--- config.mk ---
export PLATFORM = sky130hd
export DESIGN_NAME = dpram_req_scheduler_flat
export DESIGN_NICKNAME = d
export VERILOG_FILES = /design/src/rtl/dpram_req_scheduler_if.sv /design/src/rtl/dpram_req_scheduler.sv /design/src/flat_wrapper.sv
export SDC_FILE = /design/constraint.sdc
export NUM_CORES = 1
export LEC_CHECK = 0
export CORE_AREA = 2 2 94 87
export CTS_BUF_LIST = sky130_fd_sc_hd__clkbuf_8 sky130_fd_sc_hd__clkbuf_16
export CTS_CLUSTER_SIZE = 12
export DETAILED_ROUTE_END_ITERATION = 16
export DIE_AREA = 0 0 96 89
export PLACE_DENSITY = 0.83
export SLEW_MARGIN = 20
export SYNTH_ARGS = -nofsm -noshare
export SYNTH_HDL_FRONTEND = slang
export SYNTH_SLANG_ARGS = --single-unit
--- constraint.sdc ---
create_clock -name clk -period 7.6 [get_ports clk]
set_input_delay 0.76 -clock clk [delete_from_list [all_inputs] [get_ports clk]]
set_output_delay 0.76 -clock clk [all_outputs]
set_load 0.02 [all_outputs]
--- src/rtl/dpram_req_scheduler_if.sv ---
// Client request/response channel of dpram_req_scheduler: valid/ready request with
// read/write, address and write data, and a valid/ready response carrying data and error.
interface dpram_req_scheduler_if #(
    parameter int AW = 8,
    parameter int DW = 8
) ();
    logic          req_valid;
    logic          req_ready;
    logic          req_we;
    logic [AW-1:0] req_addr;
    logic [DW-1:0] req_wdata;
    logic          rsp_valid;
    logic          rsp_ready;
    logic [DW-1:0] rsp_data;
    logic          rsp_err;

    modport master (
        output req_valid, req_we, req_addr, req_wdata, rsp_ready,
        input  req_ready, rsp_valid, rsp_data, rsp_err
    );

    modport slave (
        input  req_valid, req_we, req_addr, req_wdata, rsp_ready,
        output req_ready, rsp_valid, rsp_data, rsp_err
    );
endinterface

--- src/rtl/dpram_req_scheduler.sv ---
// Two-client request scheduler in front of a dual-port RAM with collision resolution and
// occupancy tracking. Define DPRAM_SCHED_RR_EN for round-robin collision arbitration.
//
// state | meaning
// IDLE  | ready for a request
// ISSUE | driving the RAM port, retried while losing a collision
// CAPT  | RAM read data arriving, captured at the end of this cycle
// RESP  | response presented until consumed
module dpram_req_scheduler #(
    parameter int DEPTH = 8,
    parameter int AW    = 8,
    parameter int DW    = 8,
    parameter int CW    = 4
) (
    input  logic                  clk,
    input  logic                  reset,
    dpram_req_scheduler_if.slave  a,
    dpram_req_scheduler_if.slave  b,
    output logic                  ram_we_a,
    output logic [AW-1:0]         ram_addr_a,
    output logic [DW-1:0]         ram_din_a,
    input  logic [DW-1:0]         ram_dout_a,
    output logic                  ram_we_b,
    output logic [AW-1:0]         ram_addr_b,
    output logic [DW-1:0]         ram_din_b,
    input  logic [DW-1:0]         ram_dout_b,
    output logic [CW-1:0]         occupancy,
    output logic                  full
);
    localparam int              IW      = (DEPTH > 1) ? $clog2(DEPTH) : 1;
    localparam logic [AW:0]     DEPTH_W = (AW+1)'(DEPTH);
    localparam logic [CW-1:0]   DEPTH_C = CW'(DEPTH);

    typedef enum logic [1:0] {IDLE, ISSUE, CAPT, RESP} state_t;

    state_t           state [2];
    logic [1:0]       we_q;
    logic [1:0]       req_ready_q;
    logic [1:0]       rsp_valid_q;
    logic [1:0]       rsp_err_q;
    logic [AW-1:0]    addr_q [2];
    logic [DW-1:0]    wdata_q [2];
    logic [DW-1:0]    rsp_data_q [2];
    logic [DEPTH-1:0] bitmap;

    logic [1:0]       req_valid;
    logic [1:0]       req_we;
    logic [1:0]       rsp_ready;
    logic [AW-1:0]    req_addr [2];
    logic [DW-1:0]    req_wdata [2];
    logic [DW-1:0]    ram_dout [2];

    logic [1:0]       grant;
    logic [1:0]       ram_we;
    logic [AW-1:0]    ram_addr [2];
    logic [DW-1:0]    ram_din [2];
    logic             collide;

`ifdef DPRAM_SCHED_RR_EN
    logic             last_win_b;
`endif

    assign req_valid    = {b.req_valid, a.req_valid};
    assign req_we       = {b.req_we, a.req_we};
    assign rsp_ready    = {b.rsp_ready, a.rsp_ready};
    assign req_addr[0]  = a.req_addr;
    assign req_addr[1]  = b.req_addr;
    assign req_wdata[0] = a.req_wdata;
    assign req_wdata[1] = b.req_wdata;
    assign ram_dout[0]  = ram_dout_a;
    assign ram_dout[1]  = ram_dout_b;

    assign a.req_ready = req_ready_q[0];
    assign a.rsp_valid = rsp_valid_q[0];
    assign a.rsp_data  = rsp_data_q[0];
    assign a.rsp_err   = rsp_err_q[0];
    assign b.req_ready = req_ready_q[1];
    assign b.rsp_valid = rsp_valid_q[1];
    assign b.rsp_data  = rsp_data_q[1];
    assign b.rsp_err   = rsp_err_q[1];

    assign ram_we_a   = ram_we[0];
    assign ram_addr_a = ram_addr[0];
    assign ram_din_a  = ram_din[0];
    assign ram_we_b   = ram_we[1];
    assign ram_addr_b = ram_addr[1];
    assign ram_din_b  = ram_din[1];

    // Two reads of the same word never collide; only a write makes ordering matter.
    always_comb begin
        collide = (state[0] == ISSUE) && (state[1] == ISSUE) &&
                  (addr_q[0] == addr_q[1]) && (we_q[0] || we_q[1]);
`ifdef DPRAM_SCHED_RR_EN
        grant[0] = !collide || last_win_b;
        grant[1] = !collide || !last_win_b;
`else
        grant[0] = 1'b1;
        grant[1] = !collide;
`endif
    end

    always_comb begin
        for (int p = 0; p < 2; p++) begin
            ram_we[p]   = (state[p] == ISSUE) && we_q[p] && grant[p];
            ram_addr[p] = (state[p] == ISSUE) ? addr_q[p] : '0;
            ram_din[p]  = (state[p] == ISSUE) ? wdata_q[p] : '0;
        end
    end

    always_ff @(posedge clk or posedge reset) begin
        if (reset) begin
            we_q        <= '0;
            req_ready_q <= '0;
            rsp_valid_q <= '0;
            rsp_err_q   <= '0;
            bitmap      <= '0;
            for (int p = 0; p < 2; p++) begin
                state[p]      <= IDLE;
                addr_q[p]     <= '0;
                wdata_q[p]    <= '0;
                rsp_data_q[p] <= '0;
            end
`ifdef DPRAM_SCHED_RR_EN
            last_win_b <= 1'b1;
`endif
        end else begin
`ifdef DPRAM_SCHED_RR_EN
            if (collide)
                last_win_b <= !last_win_b;
`endif
            for (int p = 0; p < 2; p++) begin
                case (state[p])
                    IDLE: begin
                        if (req_valid[p] && req_ready_q[p]) begin
                            we_q[p]        <= req_we[p];
                            addr_q[p]      <= req_addr[p];
                            wdata_q[p]     <= req_wdata[p];
                            req_ready_q[p] <= 1'b0;
                            if ({1'b0, req_addr[p]} >= DEPTH_W) begin
                                state[p]       <= RESP;
                                rsp_valid_q[p] <= 1'b1;
                                rsp_err_q[p]   <= 1'b1;
                                rsp_data_q[p]  <= '0;
                            end else begin
                                state[p] <= ISSUE;
                            end
                        end else begin
                            req_ready_q[p] <= 1'b1;
                        end
                    end
                    ISSUE: begin
                        if (grant[p]) begin
                            if (we_q[p]) begin
                                bitmap[addr_q[p][IW-1:0]] <= 1'b1;
                                state[p]       <= RESP;
                                rsp_valid_q[p] <= 1'b1;
                                rsp_err_q[p]   <= 1'b0;
                                rsp_data_q[p]  <= '0;
                            end else begin
                                state[p] <= CAPT;
                            end
                        end
                    end
                    CAPT: begin
                        state[p]       <= RESP;
                        rsp_valid_q[p] <= 1'b1;
                        rsp_data_q[p]  <= ram_dout[p];
                        rsp_err_q[p]   <= !bitmap[addr_q[p][IW-1:0]];
                    end
                    RESP: begin
                        if (rsp_ready[p]) begin
                            state[p]       <= IDLE;
                            req_ready_q[p] <= 1'b1;
                            rsp_valid_q[p] <= 1'b0;
                            rsp_err_q[p]   <= 1'b0;
                            rsp_data_q[p]  <= '0;
                        end
                    end
                    default: state[p] <= IDLE;
                endcase
            end
        end
    end

    always_comb begin
        occupancy = '0;
        for (int i = 0; i < DEPTH; i++)
            occupancy = occupancy + CW'(bitmap[i]);
    end

    assign full = (occupancy == DEPTH_C);
endmodule
--- src/flat_wrapper.sv ---
// flat-port wrapper written by rule: the top's interface ports become plain ports
module dpram_req_scheduler_flat 
#(
    parameter int DEPTH = 8,
    parameter int AW    = 8,
    parameter int DW    = 8,
    parameter int CW    = 4
)
  (clk, reset, ram_we_a, ram_addr_a, ram_din_a, ram_dout_a, ram_we_b, ram_addr_b, ram_din_b, ram_dout_b, occupancy, full, a_req_valid, a_req_we, a_req_addr, a_req_wdata, a_rsp_ready, a_req_ready, a_rsp_valid, a_rsp_data, a_rsp_err, b_req_valid, b_req_we, b_req_addr, b_req_wdata, b_rsp_ready, b_req_ready, b_rsp_valid, b_rsp_data, b_rsp_err);
  dpram_req_scheduler_if #(.AW(AW), .DW(DW)) a_i ();
  dpram_req_scheduler_if #(.AW(AW), .DW(DW)) b_i ();
  input  logic clk;
  input  logic reset;
  output logic ram_we_a;
  output logic [AW-1:0] ram_addr_a;
  output logic [DW-1:0] ram_din_a;
  input  logic [DW-1:0] ram_dout_a;
  output logic ram_we_b;
  output logic [AW-1:0] ram_addr_b;
  output logic [DW-1:0] ram_din_b;
  input  logic [DW-1:0] ram_dout_b;
  output logic [CW-1:0] occupancy;
  output logic full;
  input wire logic [$bits(a_i.req_valid)-1:0] a_req_valid;
  input wire logic [$bits(a_i.req_we)-1:0] a_req_we;
  input wire logic [$bits(a_i.req_addr)-1:0] a_req_addr;
  input wire logic [$bits(a_i.req_wdata)-1:0] a_req_wdata;
  input wire logic [$bits(a_i.rsp_ready)-1:0] a_rsp_ready;
  output wire logic [$bits(a_i.req_ready)-1:0] a_req_ready;
  output wire logic [$bits(a_i.rsp_valid)-1:0] a_rsp_valid;
  output wire logic [$bits(a_i.rsp_data)-1:0] a_rsp_data;
  output wire logic [$bits(a_i.rsp_err)-1:0] a_rsp_err;
  input wire logic [$bits(b_i.req_valid)-1:0] b_req_valid;
  input wire logic [$bits(b_i.req_we)-1:0] b_req_we;
  input wire logic [$bits(b_i.req_addr)-1:0] b_req_addr;
  input wire logic [$bits(b_i.req_wdata)-1:0] b_req_wdata;
  input wire logic [$bits(b_i.rsp_ready)-1:0] b_rsp_ready;
  output wire logic [$bits(b_i.req_ready)-1:0] b_req_ready;
  output wire logic [$bits(b_i.rsp_valid)-1:0] b_rsp_valid;
  output wire logic [$bits(b_i.rsp_data)-1:0] b_rsp_data;
  output wire logic [$bits(b_i.rsp_err)-1:0] b_rsp_err;
  assign a_i.req_valid = a_req_valid;
  assign a_i.req_we = a_req_we;
  assign a_i.req_addr = a_req_addr;
  assign a_i.req_wdata = a_req_wdata;
  assign a_i.rsp_ready = a_rsp_ready;
  assign a_req_ready = a_i.req_ready;
  assign a_rsp_valid = a_i.rsp_valid;
  assign a_rsp_data = a_i.rsp_data;
  assign a_rsp_err = a_i.rsp_err;
  assign b_i.req_valid = b_req_valid;
  assign b_i.req_we = b_req_we;
  assign b_i.req_addr = b_req_addr;
  assign b_i.req_wdata = b_req_wdata;
  assign b_i.rsp_ready = b_rsp_ready;
  assign b_req_ready = b_i.req_ready;
  assign b_rsp_valid = b_i.rsp_valid;
  assign b_rsp_data = b_i.rsp_data;
  assign b_rsp_err = b_i.rsp_err;
  dpram_req_scheduler #(.DEPTH(DEPTH), .AW(AW), .DW(DW), .CW(CW)) u_core (.clk(clk), .reset(reset), .a(a_i), .b(b_i), .ram_we_a(ram_we_a), .ram_addr_a(ram_addr_a), .ram_din_a(ram_din_a), .ram_dout_a(ram_dout_a), .ram_we_b(ram_we_b), .ram_addr_b(ram_addr_b), .ram_din_b(ram_din_b), .ram_dout_b(ram_dout_b), .occupancy(occupancy), .full(full));
endmodule
Word-level counts from Yosys, hierarchy flattened. Cells that the tools add are included.

Add/subtract/negate cells: 7. $lt $le $gt $ge: 6. Equal/unequal tests: 17. Muxes and demuxes: 61. Bitwise logic cells: 2. Reduce and logical (&&, ||, !) cells: 26.

Operators with widths (count): $mux 8 (18); $pmux 8 s4 (2); $add 4x1->4 (6); $mux 1 (22); $ge 8x4->1 const B (2); $or 8x8->8 (2); $pmux 1 s4 (4); $pmux 2 s4 (2); $mux 2 (7); $ne 2x1->1 const B (6); $logic_and 1x1->1 (10); $reduce_and 2->1 (5); $eq 2x2->1 const B (4); $eq 8x8->1 (1); $lt 3x4->1 const B (2); $bmux 1 s3 (2); $demux 1 s3 (2); $ge 3x1->1 const B (2); $ne 2x2->1 const B (3); $reduce_and 5->1 (1); $eq 2x1->1 const B (2); $eq 4x4->1 const B (1); $logic_not 2->1 (2); $pmux 1 s2 (2); 6 further kinds (9).

Flip-flop bits (word level): 68. Bits of input ports: 56. Output and inout port bits: 61.

Logic depth before layout (Yosys ltp). Gate-level depths: netlist (run 1).

Depth after elaboration: 11. Mapped depth: 10. Mapped depth without buffers: 10.

Worst setup path after synthesis (run 1). Ideal clock, no wire load.

Path type: register to output. Start point: reg u_core.bitmap[0]. End point: out full. Arrival time: 3.254 ns. Required time: 6.840 ns. Slack: 3.586 ns. Cell stages (with the launch flop): 11. Cells stage by stage: dfrtp_1 -> ha_1 -> inv_1 -> fa_1 -> fa_1 -> inv_1 -> fa_1 -> inv_1 -> fa_1 -> xnor2_1 -> nor4b_1.

Word-level cells in the longest chain between the ends: 8.

RTL lines: start, declared (line dpram_req_scheduler.sv:44) `logic [DEPTH-1:0] bitmap;`; start signal, assigned (line dpram_req_scheduler.sv:116) `bitmap <= '0;`; start signal, assigned by index (line dpram_req_scheduler.sv:154) `bitmap[addr_q[p][IW-1:0]] <= 1'b1;`; $add 1x1->2 (line dpram_req_scheduler.sv:188) `occupancy = occupancy + CW'(bitmap[i]);`; $add 4x1->4 (6 in series) (line dpram_req_scheduler.sv:188); named net occupancy[2] (line flat_wrapper.sv:22) `output logic [CW-1:0] occupancy;`; $eq 4x4->1 (line dpram_req_scheduler.sv:191) `assign full = (occupancy == DEPTH_C);`; end, declared (line flat_wrapper.sv:23) `output logic full;`.

The timed path passes the listed nets, and every way through them passes these cells.

Final worst setup path (run 1).
Start point: reg u_core.bitmap[0]. End point: out full.

Word-level cells in the longest chain between the ends: 8.

RTL lines (line): $add 1x1->2 (dpram_req_scheduler.sv:188); $add 4x1->4 (6 in series) (dpram_req_scheduler.sv:188); $eq 4x4->1 (dpram_req_scheduler.sv:191).

No other way between the ends.

==> results.tsv, run 1 <==
stage	metric	value	unit
status	outcome	finished clean	
clocking	Post-CTS Hold Buffers	0	
power	peak supply drop	0.360	mV
sta	setup tns final	0	ns
sta	Slew Limit Fails	0	
setup_path	CP Data Required Time	6.84	ns
setup_path	crit-path cells	ha_1, inv_1, fa_1, fa_1, inv_1, fa_1, inv_1, fa_1, inv_1, nor4b_1, clkdlybuf4s50_1	
synth	Warnings, synthesis	0	
power	Switch Pwr	1.06	mW
global_routing	pin count of the biggest net entering global routing	69	
finish	fin area	0.00502	mm2
power	Sequential Power Share	29.0	%
routing	drt total wl	8760	um
routing	First-pass DRT Iterations	4	
power	Int Power	1.37	mW
sta	clock skew	0.00760	ns
global_routing	GR Overflow Total	0	
setup_path	FF-to-FF path depth	6	
clocking	Root Driver	clkbuf_8	
synth	Synth Area per Inst	11.0	um2
clocking	# H-tree levels	3	
clocking	clk buf depth	2	
finish	Register Area	0.00170	mm2
sta	f_max	0.220	GHz
synth	most frequent cell after synthesis	dfrtp_1	
global_routing	vias in the first global route	2985	
floorplanning	Die X	96	um
sta	Final Hold Vio Count	0	
setup_path	RR Startpoint	u_core.state[1]	
synth	post-synthesis cell type count	49	
synth	Seq/Total Area, Yosys	46.6	%
setup_path	slowest CP cell	clkdlybuf4s50_1	
power	Gate power share	60.4	%
place	post-DP HPWL	6320	um
floorplanning	# rows	30	
clocking	Setup Fix Bufs, Post-CTS	0	
global_routing	met1 Use GR	28.3	%
finish	share of layout cells above drive strength 1	14.5	%
setup_path	FF-to-FF setup slack	5.00	ns
synth	Synth top area share	46.6	%
min_path	Worst Hold Class	register to register	
sta	Min Clock Period, post-route	4.54	ns
synth	EDFF count, synth	0	
job	Max-Cap Viols	0	
routing	Detailed Route Iter0 Violations	169	
synth	ys flop type	dfrtp_1	
global_routing	met2 usage	36.8	%
setup_path	Worst setup EP type	output pin	
sta	Setup-failing EPs final	0	
place	post-placement worst setup slack	3.41	ns
min_path	worst hold start	u_core.a.rsp_data[2]	
synth	syn nets	403	
finish	multi-input logic area	0.00180	mm2
setup_path	CP Max Fanout	4	
routing	DRC	0	
setup_path	startpoint types	register	
setup_path	FF-to-FF End	u_core.b.rsp_data[5]	
clocking	CTS tree	done	
power	Total Power	2.43	mW
routing	Antenna Violating Nets Remaining	0	
sta	worst-margin pin slew	0.956	ns
power	clock share of power	10.6	%
floorplanning	Die Y	89	um
synth	dominant cell type by area after synthesis	dfrtp_1	
floorplanning	io pins	117	
routing	wire per inst	16.1	um
floorplanning	Core Region	0.00747	mm2
synth	Synth Instances	332	
sta	RSZ-0062 raised after global routing	no	
setup_path	critical path class	register to output pin	
clocking	post_cts resized	0	
synth	register bit total from synthesis	68	
global_routing	met3 Use GR	4.97	%
sta	worst setup margin	3.06	ns
global_routing	All-Layer GR Usage	21.7	%
sta	Max transition margin	35.8	%
synth	cell area after synthesis	0.00365	mm2
clocking	clock-pin slew on the worst setup and hold paths	0.07	ns
sta	Final Cycle Share	59.8	%
finish	Final #Nets	516	
clocking	Clk Latency, worst-skew pair	0.34	ns
floorplanning	Initial Util	48.8	%
floorplanning	die area	0.00854	mm2
min_path	Worst Hold End	u_core.a.rsp_data[2]	
routing	detailed-route via count	2881	
global_routing	first-pass GRT wire length	14300	um
clocking	CTS sink cnt	68	
place	Placed Area	0.00486	mm2
power	P_leak	2.10	nW
power	switch share	43.5	%
finish	synth-to-layout area growth	37.7	%
place	I/O Buffers	116	
finish	ANT cells	0	
routing	vias per cell	5.29	
synth	top post-synthesis cells by count	dfrtp_1, mux2_2, and2_1	
global_routing	initial antenna violation count	0	
setup_path	crit path DAT	3.78	ns
synth	asr flop ratio synth	100	%
setup_path	CP peak stage delay	0.66	ns
min_path	worst hold path depth	2	
power	power density over the cells	483	mW/mm2
place	GPL Wtd Cong	0.806	
synth	Area contributors post-synth	dfrtp_1, mux2_2, and2_1	
finish	fillers	574	
clocking	CTS buffer count	9	
finish	final core occ	67.3	%
global_routing	layer with the highest usage	met2	
layer usage:
| layer | wire length, um | share of wire (%) |
|---|---|---|
| met5 | 0 | 0 |
| met4 | 90 | 1.0 |
| met3 | 398 | 4.5 |
| met2 | 4480 | 51 |
| met1 | 3790 | 43 |
cell usage in the layout (no fill, tap or decap), types with 2 or more instances in the layout:
master and count:
clkdlybuf4s50_1 116, dfrtp_1 68, mux2_2 34, and2_1 33, nand2_1 32, o21ai_0 21, inv_1 17, o21ai_1 16
ha_1 11, clkbuf_8 11, a21oi_1 10, o31ai_1 9, nor2b_1 6, xnor2_1 6, nand3_1 5, nand2b_1 4
fa_1 4, nor4_1 3, o211ai_1 3, o31ai_2 3, nand3b_1 2, xnor2_2 2, mux2i_1 2, inv_2 2
mux4_1 2, o221ai_1 2, clkinv_2 2
worst max-delay path: cells and delay by family (launching register included):
kind          cells  cell delay, ns
simple gates      1            0.29
buf+inv           5            0.90
fa+ha+maj         5            1.86
flops             1            0.42
power by group through the flow:
stage | clock (mW) | combinational (mW) | sequential (mW)
after floorplan | 0 | 0.933 | 0.696
after global placement | 0 | 1.42 | 0.694
after detailed placement | 0 | 1.47 | 0.707
after CTS | 0.264 | 1.48 | 0.702
after global routing | 0.278 | 1.61 | 0.728
final | 0.258 | 1.47 | 0.704
cell type report:
type | instances | area share (%)
repair buffers | 117 | 23.3
inverters | 17 | 1.27
clock buffers | 11 | 3.01
clock inverters | 4 | 0.349
flip-flops and latches | 68 | 33.9
multi-input cells | 232 | 35.9
well taps | 96 | 2.39
registers in the layout, indices dropped and copies added (netlist names):
signal	count
u_core.a.rsp_data	8
u_core.we_q	2
u_core.req_ready_q	2
u_core.rsp_err_q	2
u_core.wdata_q	16
u_core.bitmap	8
u_core.rsp_valid_q	2
u_core.state	4
u_core.addr_q	16
u_core.b.rsp_data	8
metrics by stage:
step / hold WS, ns / instances
6_report: 0.481 / 545
5_1_grt: 0.512 / 545
4_1_cts: 0.486 / 545
3_5_place_dp: 0.470 / 530
3_3_place_gp: 0.465 / 530
2_1_floorplan: 0.459 / 332
how the worst max path moves through the flow:
stage / startpoint / endpoint / cells past startpoint
floorplan: u_core.bitmap[0] / full / 10
detailed placement: u_core.bitmap[0] / full / 11
global route: u_core.bitmap[0] / full / 11
CTS: u_core.bitmap[0] / full / 11
finish: u_core.bitmap[0] / full / 11
global placement: u_core.bitmap[0] / full / 11
cell families after synthesis:
logic type,count (synthesis),share of synthesized area [%]
DFF,68,46.6
and+or+nand+nor,98,15.6
xor gates and xnor gates,9,2.57
buffers and inverters,32,3.98
AOI/OAI and AO/OA,72,12.7
adders and majority gates,15,5.97
muxes,38,12.5
(Power assumes the default switching activity.)
==> run 2: changes to the inputs <==
- CORE_AREA: 2 2 94 87 -> 2 2 96 89
- DIE_AREA: 0 0 96 89 -> 0 0 98 91
- PLACE_DENSITY: 0.83 -> 0.8
- clock period: 7.6 -> 4.2 ns (I/O delays scaled with it)
==> run 2 against run 1 <==
Core utilization down 3.2 points. Sequential power increased by 76%. Routed wire length shrank 2.2%. Highest routed layer unchanged. Sequential cell count unchanged. Power up 80%. Cell count increased by 0.73%. Via count is essentially flat. Largest power group unchanged. Register-to-register slack got worse by 3.4 ns.
==> results.tsv, run 2 (synthesized netlist as in run 1, its figures left out) <==
stage	metric	value	unit
status	outcome	finished clean	
finish	fillers	637	
setup_path	startpoint types	register	
setup_path	slowest CP cell	clkdlybuf4s50_1	
setup_path	CP peak stage delay	0.60	ns
place	I/O Buffers	116	
sta	Setup-failing EPs final	0	
global_routing	initial antenna violation count	0	
finish	Top Registers	u_core.addr_q x16, u_core.wdata_q x16	
floorplanning	Initial Util	46.3	%
power	peak supply drop	0.619	mV
routing	Antenna Violating Nets Remaining	0	
setup_path	first element of the critical path	u_core.bitmap[0]	
floorplanning	Die Y	91	um
setup_path	critical path class	register to output pin	
setup_path	FF-to-FF setup slack	1.62	ns
clocking	CTS tree	done	
clocking	Root Driver	clkbuf_8	
finish	ANT cells	0	
finish	share of layout cells above drive strength 1	14.7	%
finish	most common cell after layout, fill and taps aside	clkdlybuf4s50_1	
global_routing	GR Overflow Total	0	
min_path	Worst Hold End	u_core.rsp_err_q[0]	
global_routing	All-Layer GR Usage	19.7	%
sta	Final Cycle Share	96.2	%
clocking	CTS buffer count	9	
floorplanning	io pins	117	
clocking	CTS sink cnt	68	
setup_path	CP Max Fanout	4	
power	power density over the cells	868	mW/mm2
routing	Detailed Route Iter0 Violations	75	
place	GPL Wtd Cong	0.759	
setup_path	crit-path cells	ha_1, inv_1, fa_1, fa_1, inv_1, fa_1, inv_1, fa_1, inv_1, clkdlybuf4s50_1	
floorplanning	# rows	31	
clocking	Clk Latency, worst-skew pair	0.34	ns
finish	fin area	0.00504	mm2
finish	synth-to-layout area growth	38.2	%
clocking	clk buf depth	2	
min_path	Worst Hold Class	register to register	
setup_path	CP Data Required Time	3.78	ns
place	post-DP HPWL	6330	um
routing	DRC	0	
job	Max-Cap Viols	0	
floorplanning	die area	0.00892	mm2
sta	Final Hold Vio Count	0	
sta	Max transition margin	35.4	%
routing	First-pass DRT Iterations	4	
setup_path	Worst setup EP type	output pin	
sta	Min Clock Period, post-route	4.04	ns
routing	drt total wl	8570	um
setup_path	crit path DAT	3.62	ns
setup_path	FF-to-FF path depth	6	
sta	clock skew	0.00515	ns
global_routing	first-pass GRT wire length	14100	um
sta	setup tns final	0	ns
floorplanning	Die X	98	um
routing	vias per cell	5.25	
floorplanning	Core Region	0.00787	mm2
setup_path	FF-to-FF End	u_core.rsp_err_q[1]	
global_routing	vias in the first global route	2928	
global_routing	pin count of the biggest net entering global routing	54	
clocking	clock-pin slew on the worst setup and hold paths	0.07	ns
sta	RSZ-0062 raised after global routing	no	
power	P_leak	2.12	nW
finish	Final #Nets	517	
min_path	worst hold start	u_core.rsp_err_q[0]	
routing	detailed-route via count	2880	
place	Placed Area	0.00487	mm2
sta	Slew Limit Fails	0	
sta	worst-margin pin slew	0.962	ns
clocking	Setup Fix Bufs, Post-CTS	0	
setup_path	RR Startpoint	u_core.state[1]	
routing	wire per inst	15.6	um
finish	most frequent cells in the layout	clkdlybuf4s50_1, dfrtp_1, mux2_2	
sta	f_max	0.248	GHz
min_path	worst hold path depth	2	
clocking	# H-tree levels	3	
run 2: what timing repair did:
action | 4_1_cts | 5_1_grt
hold buffers | 0 | 0
setup endpoints to repair | 0 | 1
gates resized for setup | 0 | 1
run 2: metal layers:
layer  share of wire [%]  global-route usage [%]  wire length [um]
met1                  44                    25.3              3770
met2                  50                    32.5              4300
met3                 3.6                    3.39               306
met4                 2.3                    8.91               197
met5                   0                       0                 0
run 2: cell type report:
| cell class | instances | area (um2) | area share (%) |
|---|---|---|---|
| tap | 99 | 124 | 2.46 |
| multi-input combinational | 232 | 1800 | 35.7 |
| clock buffer | 11 | 151 | 3.00 |
| sequential | 68 | 1700 | 33.8 |
| inverter | 17 | 66.3 | 1.32 |
| timing repair buffer | 118 | 1180 | 23.4 |
| clock inverter | 4 | 17.5 | 0.347 |
run 2: per-stage QoR:
stage	hold WS, ns	util (%)	instances	worst slack [ns]	power (mW)
CTS	0.491	64.0	549	0.0102	4.41
detailed placement	0.474	61.8	534	0.377	3.93
global placement	0.463	61.8	534	0.446	3.83
floorplan	0.459	-	332	0.526	2.95
global route	0.510	64.0	549	0.0207	4.72
finish	0.484	64.0	549	0.161	4.37
run 2: worst max-delay path by stage:
stage | to
after global placement | full
after CTS | full
after global routing | occupancy[1]
final | occupancy[1]
after floorplan | full
after detailed placement | full
run 2: worst max-delay path: cells and delay by family, from the launching register on:
kind,cells,cell delay [ns]
buffers and inverters,5,0.88
adders and majority gates,5,1.99
DFF,1,0.42
run 2: report_power, final:
part | internal [mW] | switching (mW) | leakage, nW
logic | 1.28 | 1.38 | 1.20
clock network | 0.237 | 0.233 | 0.0976
registers | 0.968 | 0.276 | 0.827
==> run 3: changes to the inputs <==
- CORE_AREA: 2 2 96 89 -> 2 2 102 94
- DIE_AREA: 0 0 98 91 -> 0 0 104 96
- GPL_TIMING_DRIVEN: default -> 0
- PLACE_DENSITY: 0.8 -> 0.75
- clock period: 4.2 -> 3.4 ns (I/O delays scaled with it)
==> run 3 against run 2 <==
The flow now finishes with violations (setup timing). Sequential cell count stayed put. Clock power is 21% higher. Sequential power is 22% higher. Die area is 12% higher. Worst hold slack worse by 0.14 ns. Non-clock buffer count is 16 higher. Critical path depth is 1 higher. Largest cell class unchanged.
==> results.tsv, run 3 (synthesized netlist as in run 1, its figures left out) <==
stage	metric	value	unit
power	clock share of power	10.3	%
routing	vias per cell	5.01	
job	Max-Cap Viols	0	
clocking	# H-tree levels	3	
setup_path	CP Data Required Time	3.06	ns
setup_path	most frequent CP cell	fa_1	
global_routing	All-Layer GR Usage	18.4	%
setup_path	WP buf/inv	5	
floorplanning	die area	0.00998	mm2
global_routing	first-pass GRT wire length	14600	um
global_routing	vias in the first global route	3021	
setup_path	startpoint types	register	
sta	Max transition margin	55.2	%
clocking	Root Driver	clkbuf_8	
finish	Final #Nets	533	
sta	Final Hold Vio Count	0	
floorplanning	# rows	33	
floorplanning	Die Y	96	um
sta	Setup-failing EPs final	2	
setup_path	Top delay family on crit path	adder cells	
floorplanning	Die X	104	um
sta	Min Clock Period, post-route	3.59	ns
floorplanning	Initial Util	40.9	%
power	Sequential Power Share	27.3	%
routing	DRC	0	
floorplanning	Core Region	0.00892	mm2
power	Switch Pwr	2.44	mW
sta	clock skew	0.00896	ns
finish	synth-to-layout area growth	41.7	%
power	peak supply drop	0.924	mV
power	Int Power	3.09	mW
finish	share of layout cells above drive strength 1	16.9	%
sta	RSZ-0062 raised after global routing	yes	
status	failing checks	setup timing	
routing	wire per inst	15.0	um
sta	worst-margin pin slew	0.667	ns
sta	Slew Limit Fails	0	
setup_path	Worst setup EP type	output pin	
finish	multi-input logic area	0.00182	mm2
routing	detailed-route via count	2951	
setup_path	crit-path cells	ha_1, inv_1, fa_1, fa_1, inv_1, fa_2, inv_2, fa_1, inv_2, nor4b_2, buf_4	
finish	Top Registers	u_core.addr_q x16, u_core.wdata_q x16	
clocking	clock-pin slew on the worst setup and hold paths	0.07	ns
status	outcome	complete, but fails checks	
place	Placed Area	0.00499	mm2
finish	fin area	0.00517	mm2
finish	ANT cells	0	
routing	Detailed Route Iter0 Violations	96	
setup_path	CP peak stage delay	0.49	ns
finish	final core occ	58.0	%
sta	worst setup margin	-0.193	ns
power	Gate power share	62.4	%
clocking	Clk Latency, worst-skew pair	0.34	ns
clocking	CTS buffer count	9	
finish	fillers	784	
routing	First-pass DRT Iterations	4	
finish	most frequent cells in the layout	clkdlybuf4s50_1, dfrtp_1, mux2_2	
finish	Register Area	0.00170	mm2
place	post-DP HPWL	6570	um
clocking	clk buf depth	2	
global_routing	pin count of the biggest net entering global routing	40	
power	power density over the cells	1070	mW/mm2
place	I/O Buffers	116	
routing	drt total wl	8820	um
finish	most common cell after layout, fill and taps aside	clkdlybuf4s50_1	
setup_path	slowest CP cell	fa_1	
clocking	CTS sink cnt	68	
sta	f_max	0.278	GHz
setup_path	crit path DAT	3.25	ns
global_routing	GR Overflow Total	0	
setup_path	critical path class	register to output pin	
sta	Final Cycle Share	106	%
power	P_leak	2.17	nW
power	switch share	44.2	%
min_path	Worst Hold Class	input port to asynchronous set/reset pin	
setup_path	CP Max Fanout	2	
clocking	CTS tree	done	
place	GPL Wtd Cong	0.849	
global_routing	initial antenna violation count	0	
floorplanning	io pins	117	
routing	Antenna Violating Nets Remaining	0	
==> run 3: metrics by stage <==
step / power, mW / hold slack, ns / cells / TNS (ns) / setup slack, ns
floorplan: 3.67 / 0.459 / 332 / 0 / 0.0726
global placement: 4.86 / 0.468 / 570 / -0.534 / -0.259
global route: 5.98 / 0.371 / 589 / -0.649 / -0.349
detailed placement: 4.99 / 0.473 / 571 / -0.670 / -0.297
finish: 5.53 / 0.341 / 589 / -0.229 / -0.193
CTS: 5.50 / 0.348 / 589 / -0.339 / -0.206
==> run 3: power by group through the flow <==
| stage | sequential (mW) | clock (mW) | combinational, mW |
|---|---|---|---|
| after floorplan | 1.56 | 0 | 2.12 |
| after global placement | 1.50 | 0 | 3.36 |
| after detailed placement | 1.53 | 0 | 3.46 |
| after CTS | 1.51 | 0.584 | 3.41 |
| after global routing | 1.56 | 0.616 | 3.80 |
| final | 1.51 | 0.571 | 3.45 |
==> run 3: worst paths after layout <==
check	from	to	slack [ns]	depth (start not counted)
max	u_core.bitmap[0]	full	-0.19	11
min	reset	u_core.wdata_q[11]	0.34	2
max reg2reg	u_core.state[0]	u_core.wdata_q[7]	1.25	5
min reg2reg	u_core.a.rsp_data[7]	u_core.a.rsp_data[7]	0.48	2
max in group asynchronous	reset	u_core.a.rsp_data[5]	2.53	3
min in group clk	u_core.a.rsp_data[7]	u_core.a.rsp_data[7]	0.48	2
==> run 3: final cells by class <==
type | instances | share of cell area (%)
timing repair buffer | 119 | 23.0
tap | 122 | 2.95
multi-input combinational | 232 | 35.2
inverter | 17 | 1.28
buffer | 15 | 1.57
sequential | 68 | 32.9
clock buffer | 10 | 2.66
clock inverter | 6 | 0.484
==> run 3: per-layer routing <==
| metal | vias to the layer above | share of wire (%) | track usage, % |
|---|---|---|---|
| li1 | 1417 | - | - |
| met3 | 10 | 5.5 | 5.28 |
| met4 | 0 | 1.1 | 5.18 |
| met1 | 1453 | 46 | 24.1 |
| met5 | - | 0 | 0 |
| met2 | 71 | 47 | 30.1 |
==> run 3: repair_timing <==
item | CTS | global route
hold buffers | 0 | 0
buffers inserted | 2 | 0
setup endpoints to repair | 5 | 4
gates resized for setup | 18 | 6
